==> config.mk <==
export PLATFORM = sky130hd
export DESIGN_NAME = logic_pod_rle_compressor
export DESIGN_NICKNAME = d
export VERILOG_FILES = /design/src/rtl/logic_pod_pkg.sv /design/src/rtl/logic_pod_token_queue.sv /design/src/rtl/logic_pod_rle_compressor.sv
export SDC_FILE = /design/constraint.sdc
export NUM_CORES = 1
export LEC_CHECK = 0
export BUFFER_PORTS_ARGS = -buffer_cell sky130_fd_sc_hd__buf_2
export CORE_AREA = 10 10 99 101
export CTS_CLUSTER_SIZE = 40
export DETAILED_ROUTE_END_ITERATION = 8
export DIE_AREA = 0 0 109 111
export GPL_ROUTABILITY_DRIVEN = 0
export HOLD_SLACK_MARGIN = 0.05
export PLACE_DENSITY = 0.68
export SYNTH_ARGS = -nofsm -noshare
export SYNTH_HDL_FRONTEND = slang
export SYNTH_SLANG_ARGS = --single-unit
==> constraint.sdc <==
create_clock -name clk -period 4.9 [get_ports clk]
set_input_delay 1.225 -clock clk [delete_from_list [all_inputs] [get_ports clk]]
set_output_delay 1.225 -clock clk [all_outputs]
set_load 0.01 [all_outputs]
==> src/rtl/logic_pod_pkg.sv <==
// rtl/logic_pod_pkg.sv - shared token type, format codes and flush states for the logic pod compressor
package logic_pod_pkg;

  localparam logic FMT_LITERAL = 1'b0;
  localparam logic FMT_RUN     = 1'b1;
  localparam int   TOKEN_W     = 17;

  typedef struct packed {
    logic        format;
    logic [15:0] data;
  } pod_token_t;

  typedef enum logic [1:0] {
    FS_IDLE  = 2'd0,
    FS_CLOSE = 2'd1,
    FS_DRAIN = 2'd2,
    FS_DONE  = 2'd3
  } flush_state_e;

  function automatic pod_token_t make_token(input logic fmt, input logic [15:0] data);
    pod_token_t t;
    t.format = fmt;
    t.data   = data;
    return t;
  endfunction

endpackage

==> src/rtl/logic_pod_token_queue.sv <==
// rtl/logic_pod_token_queue.sv - 2-write/1-read token FIFO with a registered head and sticky overflow
module logic_pod_token_queue
  import logic_pod_pkg::*;
#(
  parameter int QDEPTH = 4
) (
  input  logic               clk,
  input  logic               rst,
  input  logic               wr_en0,
  input  logic [TOKEN_W-1:0] wr_token0,
  input  logic               wr_en1,
  input  logic [TOKEN_W-1:0] wr_token1,
  output logic               out_valid,
  output logic [TOKEN_W-1:0] out_token,
  output logic               empty,
  output logic               overflow
);

  localparam int AW = (QDEPTH > 1) ? $clog2(QDEPTH) : 1;
  localparam int CW = $clog2(QDEPTH + 1);

  pod_token_t    mem [QDEPTH];
  logic [AW-1:0] rd_ptr;
  logic [AW-1:0] wr_ptr;
  logic [CW-1:0] count;
  pod_token_t    head_q;

  logic          pop_mem;
  logic [CW-1:0] base;
  logic [CW-1:0] free;
  logic          st0_en;
  logic          st1_en;
  pod_token_t    st0_tok;
  pod_token_t    st1_tok;
  logic          keep0;
  logic          keep1;

  // The output register always takes the oldest token; whatever is left is stored.
  always_comb begin
    pop_mem = (count != '0);
    base    = count - CW'(pop_mem);
    free    = CW'(QDEPTH) - base;
    if (pop_mem) begin
      st0_en  = wr_en0;
      st0_tok = wr_token0;
      st1_en  = wr_en1;
      st1_tok = wr_token1;
    end else begin
      st0_en  = wr_en1;
      st0_tok = wr_token1;
      st1_en  = 1'b0;
      st1_tok = wr_token1;
    end
    keep0 = st0_en && (free >= CW'(1));
    keep1 = st1_en && (free >= CW'(2));
  end

  always_ff @(posedge clk) begin
    if (keep0) mem[wr_ptr] <= st0_tok;
    if (keep1) mem[wr_ptr + 1'b1] <= st1_tok;
  end

  always_ff @(posedge clk) begin
    if (rst) begin
      rd_ptr    <= '0;
      wr_ptr    <= '0;
      count     <= '0;
      out_valid <= 1'b0;
      head_q    <= '0;
      overflow  <= 1'b0;
    end else begin
      if (pop_mem) begin
        out_valid <= 1'b1;
        head_q    <= mem[rd_ptr];
        rd_ptr    <= rd_ptr + 1'b1;
      end else if (wr_en0) begin
        out_valid <= 1'b1;
        head_q    <= wr_token0;
      end else begin
        out_valid <= 1'b0;
      end
      wr_ptr <= wr_ptr + AW'(keep0) + AW'(keep1);
      count  <= base + CW'(keep0) + CW'(keep1);
      if ((st0_en && !keep0) || (st1_en && !keep1)) overflow <= 1'b1;
    end
  end

  assign out_token = head_q;
  assign empty     = (count == '0);

endmodule

==> src/rtl/logic_pod_rle_compressor.sv <==
// rtl/logic_pod_rle_compressor.sv - logic pod sample compressor with flush sequencing
// Run-length encoding is built only when LOGIC_POD_RLE_EN is defined; otherwise every sample is a literal.
module logic_pod_rle_compressor
  import logic_pod_pkg::*;
#(
  parameter int               WIDTH   = 16,
  parameter int               QDEPTH  = 4,
  parameter logic [WIDTH-1:0] MAX_RUN = 16'hffff
) (
  input  logic             clk,
  input  logic             rst,
  input  logic             sample_valid,
  input  logic [WIDTH-1:0] sample_data,
  input  logic             flush,
  output logic             flush_busy,
  output logic             flush_done,
  output logic             compress_out_valid,
  output logic             compress_out_format,
  output logic [WIDTH-1:0] compress_out_data,
  output logic             overflow
);

  localparam logic [1:0] ST_IDLE  = FS_IDLE;
  localparam logic [1:0] ST_CLOSE = FS_CLOSE;
  localparam logic [1:0] ST_DRAIN = FS_DRAIN;
  localparam logic [1:0] ST_DONE  = FS_DONE;

  logic [1:0]  state;
  logic        accept;
  logic        sample_drop;
  logic        push0;
  logic        push1;
  pod_token_t  tok0;
  pod_token_t  tok1;
  logic [TOKEN_W-1:0] q_out;
  pod_token_t  q_head;
  logic        q_empty;
  logic        q_overflow;

  assign flush_busy = (state != ST_IDLE);
  assign flush_done = (state == ST_DONE);
  assign accept     = sample_valid && !flush_busy;

`ifdef LOGIC_POD_RLE_EN
  localparam logic [WIDTH-1:0] RUN_LAST = MAX_RUN - 1'b1;

  logic             have_prev;
  logic [WIDTH-1:0] prev;
  logic [WIDTH-1:0] run_count;

  // A value change with a pending run emits the run first, then the new literal.
  always_comb begin
    push0 = 1'b0;
    push1 = 1'b0;
    tok0  = make_token(FMT_LITERAL, sample_data);
    tok1  = make_token(FMT_LITERAL, sample_data);
    if (state == ST_CLOSE) begin
      if (run_count != '0) begin
        push0 = 1'b1;
        tok0  = make_token(FMT_RUN, run_count);
      end
    end else if (accept) begin
      if (!have_prev || (sample_data != prev && run_count == '0)) begin
        push0 = 1'b1;
      end else if (sample_data == prev) begin
        if (run_count == RUN_LAST) begin
          push0 = 1'b1;
          tok0  = make_token(FMT_RUN, MAX_RUN);
        end
      end else begin
        push0 = 1'b1;
        tok0  = make_token(FMT_RUN, run_count);
        push1 = 1'b1;
      end
    end
  end

  always_ff @(posedge clk) begin
    if (rst) begin
      have_prev <= 1'b0;
      prev      <= '0;
      run_count <= '0;
    end else if (state == ST_CLOSE) begin
      have_prev <= 1'b0;
      run_count <= '0;
    end else if (accept) begin
      have_prev <= 1'b1;
      if (have_prev && sample_data == prev) begin
        run_count <= (run_count == RUN_LAST) ? '0 : run_count + 1'b1;
      end else begin
        prev      <= sample_data;
        run_count <= '0;
      end
    end
  end
`else
  always_comb begin
    push0 = accept;
    push1 = 1'b0;
    tok0  = make_token(FMT_LITERAL, sample_data);
    tok1  = make_token(FMT_LITERAL, sample_data);
  end
`endif

  always_ff @(posedge clk) begin
    if (rst) begin
      state       <= ST_IDLE;
      sample_drop <= 1'b0;
    end else begin
      if (sample_valid && flush_busy) sample_drop <= 1'b1;
      case (state)
        ST_IDLE:  if (flush) state <= ST_CLOSE;
        ST_CLOSE: state <= ST_DRAIN;
        ST_DRAIN: if (q_empty && !compress_out_valid) state <= ST_DONE;
        ST_DONE:  state <= ST_IDLE;
        default:  state <= ST_IDLE;
      endcase
    end
  end

  logic_pod_token_queue #(
    .QDEPTH(QDEPTH)
  ) u_queue (
    .clk       (clk),
    .rst       (rst),
    .wr_en0    (push0),
    .wr_token0 (tok0),
    .wr_en1    (push1),
    .wr_token1 (tok1),
    .out_valid (compress_out_valid),
    .out_token (q_out),
    .empty     (q_empty),
    .overflow  (q_overflow)
  );

  assign q_head              = q_out;
  assign compress_out_format = q_head.format;
  assign compress_out_data   = q_head.data;
  assign overflow            = q_overflow || sample_drop;

endmodule
Word-level counts from Yosys, hierarchy flattened
Memory sizes are Yosys's and may differ from the RTL's. A register that Yosys moved wholly into a read port is not among the register bits. Cells that the tools add are included.

Bits in registers: 29. Memory bits (writable): 64. Input bits: 20. Output and inout bits: 21. Logic and storage cells: 48. Memories: 1.

Memory list: u_queue.mem (depth 4, bits a word 16, read ports 1, clocked after Yosys merged registers in 1, wr ports 1, RTL line logic_pod_token_queue.sv:22) `pod_token_t mem [QDEPTH];`.

Add/sub/neg operators: 5. $lt $le $gt $ge: 1. Eq/ne operators: 5. Muxes and demuxes: 12. Reduce and logical (&&, ||, !) cells: 15.

Operators by type and width (number): $mux 17 (2); $mux 2 (4); $pmux 2 s4 (1); $logic_and 1x1->1 (5); $mux 1 (5); $eq 2x2->1 const B (2); $ne 2x2->1 const B (2); $reduce_bool 2->1 (2); $add 3x1->3 (1); $ge 3x1->1 const B (1); $logic_not 1->1 (3); $logic_not 3->1 (1); $reduce_bool 3->1 (1); $sub 3x1->3 (1); $sub 3x3->3 const A (1); $add 2x1->2 (1); $add 2x1->2 const B (1); $eq 2x1->1 const B (1); $logic_not 2->1 (1); $reduce_and 2->1 (1); $logic_or 1x1->1 (1).

Longest topological paths before layout
Gate-level depths: netlist of the first run.

Depth after elaboration: 7. Mapped depth: 11. Depth with buffers taken out: 10.

Hierarchy
From an unflattened synthesis of the first run, not the netlist that was laid out.

Cell total of the unflattened synthesis: 511. Area, all modules: 5649.2 µm².

Modules (own cells, without submodules): logic_pod_token_queue (times used 1, cells an instance 487, area an instance 5439.0 µm², seq. area each 2602.5 µm²); logic_pod_rle_compressor (times used 1, cells an instance 24, area an instance 210.2 µm², seq. area each 60.1 µm²).

Least setup slack after synthesis of the first run
Ideal clock, no wire load.

Kind: flip-flop to flip-flop. Start: register u_queue.count[2]. End: memory u_queue.mem[2][0] (netlist name) (enable). Library setup time: 0.413 ns. Arrival: 3.268 ns. Setup slack: 1.219 ns. Cell stages (with the launch flop): 9. Buffers on the path: 1. Period minus slack after synthesis: 3.681 ns. Path through: dfxtp_1 nor3_4 inv_2 buf_2 ha_1 ha_1 o31a_1 or3_4 nor3b_1.

Cells in the longest elaborated chain, start to end: 7.

Ends and longest elaborated chain: start: declaration (RTL line logic_pod_token_queue.sv:25) `logic [CW-1:0] count;`; start signal: assignment (RTL line logic_pod_token_queue.sv:83) `count <= base + CW'(keep0) + CW'(keep1);`; $reduce_bool 3->1 (RTL line logic_pod_token_queue.sv:40) `pop_mem = (count != '0);`; $sub 3x1->3 (RTL line logic_pod_token_queue.sv:41) `base = count - CW'(pop_mem);`; $sub 3x3->3 (RTL line logic_pod_token_queue.sv:42) `free = CW'(QDEPTH) - base;`; $ge 3x1->1 (RTL line logic_pod_token_queue.sv:54) `keep0 = st0_en && (free >= CW'(1));`; $logic_and 1x1->1 * (RTL line logic_pod_token_queue.sv:54); $mux 1 * (RTL line logic_pod_token_queue.sv:59) `if (keep0) mem[wr_ptr] <= st0_tok;`; $mux 1 (not written as such) * (RTL line logic_pod_token_queue.sv:59); end: declaration (RTL line logic_pod_token_queue.sv:22).

Every way passes the cells marked *; elsewhere a longest branch is shown, timed or not.

Final worst setup path of the first run
Start: register u_queue.count[2]. End: memory u_queue.mem[3][15] (netlist name) (enable).

The elaborated chain is that of the path after synthesis.

==> key figures, run 1 <==
Die
  – Starting Density: between 40% and 50%
  – Core ar.: roughly 8000 um^2
  – Die X: ~110 um
  – Row count: 33
  – Die Ht: 111 um
  – Die area: 12100 um^2
  – Num ports: 41

Routing
  – Final ANT Viol Nets: 0
  – Drt drc: 0
  – DRT Pass-1 Iters: 4
  – Total Routed Length: between 7000 and 8000 um
  – Initial drt markers: 122
  – Via Count: about 2200
  – Wirelength per Cell: ~20 um
  – Via/cell ratio: between 5 and 6

STA
  – Clock skew: around 0.0085 ns
  – Setup violations, final: 0
  – RSZ-0062 raised after global routing: no
  – Min Tclk post-route: 3.48 ns
  – Rel. slew slack: between 20% and 30%
  – Total negative slack: 0 ns
  – Final Hold Vio Count: 0
  – Fin crit share: between 70% and 80%
  – Fin. max-slew vios: 0
  – F_max: 287 MHz
  – PnR worst setup slack: about 1.4 ns
  – Least-Margin Pin Slew: around 1.1 ns

Clocking
  – Postcts setup bufs: 0
  – CTS Root Cell: clkbuf_8
  – Clock Sinks: 94
  – Cts-stage hold buffer count: 0
  – Post-cts resize count: 0
  – TritonCTS clock tree: yes
  – CTS clk-pin slew, worst paths: approximately 0.09 ns
  – Num CTS Buffers: 9
  – Max Root-Sink Buffers: 2
  – H-Tree Depth: 3
  – Clock latency at the later pin of the worst-skew pair: approximately 0.36 ns

Global route
  – Met3 Use GR: ~3.2%
  – Total track usage: 13.7%
  – GR Util met2: 20.6%
  – Initial antenna violation count: 0
  – GR peak layer: met2
  – First-pass GRT wire length: 12500 um
  – Met1 Track Usage GR: between 10% and 20%
  – Total congestion overflow: 0
  – Largest net degree at the start of global routing: 30
  – Vias in the first global route: about 2300

Critical path
  – Crit path DAT: roughly 3.5 ns
  – Crit start category: register
  – Required @ worst endpoint: ~5 ns
  – Reg2reg path depth: 9
  – Crit Path Max Fanout: 23
  – Setup Crit Path Kind: register to register
  – Setup crit start: u_queue.count[2]
  – Crit path capture type: register
  – RR Startpoint: u_queue.count[2]

Synthesis
  – Cell taking the most area after synthesis: edfxtp_1
  – Yosys cell types: 38
  – Cell with the most instances after synthesis: edfxtp_1
  – Flops & latches, synth: 94
  – Post-Syn Area per Cell: 15.4 um^2
  – Syn_nets: around 280
  – Sequential area share after synthesis: around two thirds
  – Synth top area cells: edfxtp_1 50%, dfxtp_1 16%, mux4_2 9.5%, a211oi_2 3.3%, ha_1 3.0%
  – Top post-synthesis cells by count: 64 x edfxtp_1, 30 x dfxtp_1, 19 x a21oi_1
  – FFs w/ async S/R, synth: 0%
  – Yosys top cell area share: 50.4%
  – Top_reg_cell synth: edfxtp_1
  – Post-Syn Instances: around 250
  – EDFF count, synth: 64
  – Warnings, synthesis: 0
  – Mapped Area: 3810 um^2

Placement
  – Worst slack, placed: ~1.4 ns
  – DP Wirelength: 5320 um
  – Port Buffers: 39

Outcome
  – Status: finished, final reports clean

Finish
  – Area delta synth->final: 11.9%
  – Layout Nets: roughly 320
  – Antenna cells: 0
  – Layout cell share with drive strength beyond 1: a little over a third
  – Final Util: 53.6%

Min path
  – Min-delay src: u_queue.out_token[15]
  – Worst min path class: register to register
  – Hold Path Depth: 2

Power and ir drop
  – Pwr dens: just over 600 nW/um^2
  – Maximum vdd ir drop: approximately 0.23 mV
  – Pleak: 1.52 nW

Job
  – Max Cap Violations: 0
-- cell families after synthesis --
logic type,synth area share (%)
mux,9.45
fa+ha+maj,2.95
simple gates,8.17
flops,66.2
other cells,0.0984
compound gates,8.70
xor+xnor,0.919
buf+inv,3.54
-- cell usage in the layout, fill, tap and decap left out, types with 5 or more instances in the layout --
cell / Yosys / final
inv_1: 6 / 6
a21oi_1: 19 / 19
a211oi_2: 10 / 10
edfxtp_1: 64 / 64
ha_1: 9 / 9
clkbuf_8: 0 / 9
a211oi_1: 6 / 6
nand3_1: 17 / 17
buf_2: 8 / 39
mux4_2: 16 / 16
dfxtp_1: 30 / 30
buf_4: 2 / 5
nor2_1: 16 / 16
nor2_2: 7 / 7
-- final timing paths --
check        slack [ns]                    end
min                0.50  u_queue.out_token[15]
min reg2reg        0.50  u_queue.out_token[15]
max                1.42     u_queue.mem[3][15]
max reg2reg        1.42     u_queue.mem[3][15]
-- critical path, stage by stage (launching register included) --
cell	delay [ns]
dfxtp_1	0.40
nor3_4	0.18
buf_4	0.31
inv_2	0.21
ha_1	0.23
ha_1	0.29
o31a_1	0.35
or3_4	0.38
inv_2	0.07
and3_1	0.69
-- layout make-up --
cell class,count,area [um^2]
multi-input combinational,129,1160
inverter,8,30.0
tap,105,131
sequential,94,2520
fill,676,3700
clock buffer,9,124
clock inverter,7,62.6
timing repair buffer,44,233
-- report_power, final --
group / total (mW) / internal [mW] / switching (mW)
Combinational: 0.912 / 0.413 / 0.498
Clock: 0.485 / 0.196 / 0.289
Sequential: 1.18 / 1.02 / 0.157
-- metal layers --
metal,vias to the layer above,share of wire (%)
li1,1020,-
met2,83,49
met5,-,0
met3,8,7.5
met4,0,1.3
met1,1083,42
-- stage by stage --
step	hold slack, ns	std cells	instance area [um^2]	power [mW]
2_1_floorplan	0.429	248	3810	1.86
3_3_place_gp	0.464	380	4080	2.11
3_5_place_dp	0.455	380	4080	2.12
4_1_cts	0.494	396	4270	2.60
5_1_grt	0.515	396	4270	2.75
6_report	0.500	396	4270	2.57
-- sequential cells by signal, indices dropped and copies added, names as in the netlist, named ones only --
name	count
u_queue.overflow	1
u_queue.out_valid	1
u_queue.rd_ptr	2
u_queue.count	3
u_queue.mem	64
sample_drop	1
state	2
u_queue.out_token	16
u_queue.wr_ptr	2
Power figures use the tool's default switching activity.
==> run 2: changes to the inputs <==
- PLACE_DENSITY: 0.68 -> 0.71
- clock period: 4.9 -> 2.9 ns (I/O delays scaled with it)
==> run 2 against run 1 <==
  * Global-route usage hardly changed
  * Clock power is 95% higher
  * Sequential share of layout area is 1.7 points lower
  * First-iteration DRC count is 33% higher
  * Wire length is 1.8% higher
  * Fmax is 27% higher
  * Sequential power is 63% higher
  * Via count is 1.9% higher
  * Critical path depth stayed put
  * Register-to-register slack worse by 1.3 ns
  * Largest cell class unchanged
==> key figures, run 2 (synthesized netlist as in run 1, its figures left out) <==
Placement
  – Port Buffers: 39 (unchanged)
  – Cell Area, Placed: 4190 um^2 (was 4080 um^2)
  – DP Wirelength: 5230 um (was 5320 um)

STA
  – F_max: 365 MHz (was 287 MHz)
  – Min Tclk post-route: 2.74 ns (was 3.48 ns)
  – Rel. slew slack: 48.1% (was 26.4%)
  – Setup violations, final: 0 (unchanged)
  – Clock skew: 0.0121 ns (was 0.00848 ns)
  – Final Hold Vio Count: 0 (unchanged)
  – Fin. max-slew vios: 0 (unchanged)
  – RSZ-0062 raised after global routing: no (unchanged)
  – Least-Margin Pin Slew: 0.778 ns (was 1.10 ns)
  – Total negative slack: 0 ns (unchanged)
  – Fin crit share: 94.5% (was 71.0%)

Critical path
  – Crit path capture type: register (unchanged)
  – Crit path DAT: 2.81 ns (was 3.48 ns)
  – Setup Crit Path Kind: register to register (unchanged)
  – Crit Path Max Fanout: 6 (was 23)
  – CP max stage delay: 0.45 ns (was 0.69 ns)
  – Slowest-stage cell, CP: or3_4 (was and3_1)
  – Crit start category: register (unchanged)
  – Most used cell, CP: inv_2
  – R2R Path End: u_queue.mem[3][10] (was u_queue.mem[3][15])
  – Worst path bufs/invs: 3 (unchanged)
  – CP Cell Sequence: nor3_4, inv_2, ha_2, ha_4, o31a_1, or3_4, inv_2, and3_1, buf_4 (was nor3_4, buf_4, inv_2, ha_1, ha_1, o31a_1, or3_4, inv_2, and3_1)
  – RR Startpoint: u_queue.count[0] (was u_queue.count[2])
  – FF-to-FF setup slack: 0.16 ns (was 1.42 ns)
  – Reg2reg path depth: 9 (unchanged)
  – CP delay by family, top: simple AND/OR/NAND/NOR gates (unchanged)
  – Required @ worst endpoint: 2.97 ns (was 4.89 ns)

Global route
  – Largest net degree at the start of global routing: 30 (unchanged)
  – Vias in the first global route: 2261 (unchanged)
  – Total track usage: 13.7% (about the same)
  – Initial antenna violation count: 0 (unchanged)
  – Total congestion overflow: 0 (unchanged)
  – First-pass GRT wire length: 12800 um (was 12500 um)

Power and ir drop
  – Pleak: 1.57 nW (was 1.52 nW)
  – Pwr dens: 1040 nW/um^2 (was 603 nW/um^2)
  – Maximum vdd ir drop: 0.421 mV (was 0.233 mV)

Clocking
  – Clock Sinks: 94 (unchanged)
  – CTS clk-pin slew, worst paths: 0.08 ns (was 0.09 ns)
  – Cts-stage hold buffer count: 0 (unchanged)
  – Clock latency at the later pin of the worst-skew pair: 0.36 ns (about the same)
  – Num CTS Buffers: 9 (unchanged)
  – Max Root-Sink Buffers: 2 (unchanged)
  – H-Tree Depth: 3 (unchanged)
  – Post-cts resize count: 0 (unchanged)
  – Postcts setup bufs: 0 (unchanged)
  – TritonCTS clock tree: yes (unchanged)
  – CTS Root Cell: clkbuf_8 (unchanged)

Die
  – Starting Density: 47.8% (unchanged)
  – Row count: 33 (unchanged)
  – Die Ht: 111 um (unchanged)
  – Die X: 109 um (unchanged)
  – Num ports: 41 (unchanged)
  – Die area: 12100 um^2 (unchanged)
  – Core ar.: 7970 um^2 (unchanged)

Min path
  – Min-delay src: sample_drop (was u_queue.out_token[15])
  – Hold EP: sample_drop (was u_queue.out_token[15])
  – Worst min path class: register to register (unchanged)
  – Hold Path Depth: 2 (unchanged)

Finish
  – Fill count: 649 (was 676)
  – Antenna cells: 0 (unchanged)
  – Design area: 4400 um^2 (was 4270 um^2)
  – Largest register FFs: 64 (unchanged)
  – Layout cell share with drive strength beyond 1: 37.2% (was 35.1%)
  – Most frequent cells in the layout: 64 x edfxtp_1, 39 x buf_2, 28 x dfxtp_1 (was 64 x edfxtp_1, 39 x buf_2, 30 x dfxtp_1)
  – Most common cell after layout, fill and taps aside: edfxtp_1 (unchanged)
  – Final Util: 55.2% (was 53.6%)
  – Layout Nets: 322 (was 315)
  – Area delta synth->final: 15.4% (was 11.9%)
  – Biggest register: u_queue.mem (unchanged)

Outcome
  – Status: finished, final reports clean (unchanged)

Routing
  – Wirelength per Cell: 19.7 um (about the same)
  – Initial drt markers: 162 (was 122)
  – Total Routed Length: 7940 um (was 7800 um)
  – Final ANT Viol Nets: 0 (unchanged)
  – Drt drc: 0 (unchanged)
  – Via/cell ratio: 5.55 (was 5.54)
  – DRT Pass-1 Iters: 4 (unchanged)
  – Via Count: 2235 (was 2194)

Job
  – Max Cap Violations: 0 (unchanged)
## run 2: layout make-up
type,instances,area [um^2],share of cell area (%)
multi-input combinational,129,1200,27.2
timing repair buffer,51,298,6.77
clock buffer,12,145,3.30
clock inverter,4,70.1,1.59
tap,105,131,2.99
inverter,8,30.0,0.682
sequential,94,2530,57.4
## run 2: worst max-delay path by stage
stage	startpoint	endpoint	depth (start not counted)
floorplan	u_queue.count[0]	u_queue.mem[3][0]	9
global placement	u_queue.count[0]	u_queue.mem[3][0]	9
detailed placement	u_queue.count[0]	u_queue.mem[3][14]	9
CTS	u_queue.count[0]	u_queue.mem[3][10]	9
global route	u_queue.count[0]	u_queue.mem[3][10]	9
finish	u_queue.count[0]	u_queue.mem[3][10]	9
## run 2: worst min-delay path, delay by kind of cell (launching register included)
kind | cells | cell delay [ns]
DFF | 1 | 0.33
and+or+nand+nor | 1 | 0.08
AOI/OAI and AO/OA | 1 | 0.04
## run 2: power by group
group | switching, mW | internal (mW)
Sequential | 0.189 | 1.73
Clock | 0.441 | 0.508
Combinational | 0.959 | 0.772
## run 2: per-stage QoR
step | std cells | total power, mW | setup WS, ns | hold slack, ns
after floorplan | 248 | 3.21 | 0.0106 | 0.429
final | 403 | 4.60 | 0.161 | 0.482
after CTS | 403 | 4.64 | 0.158 | 0.477
after global routing | 403 | 4.89 | 0.0432 | 0.509
after detailed placement | 387 | 3.70 | 0.177 | 0.454
after global placement | 387 | 3.65 | 0.230 | 0.446
## run 2: per-layer routing
layer  global-route usage, %  share of wire (%)  up-vias
met5                       0                  0        -
met1                    18.1                 43     1136
met2                    21.1                 50       57
met3                    2.79                5.1       10
met4                    5.80                1.8        0
li1                        -                  -     1032
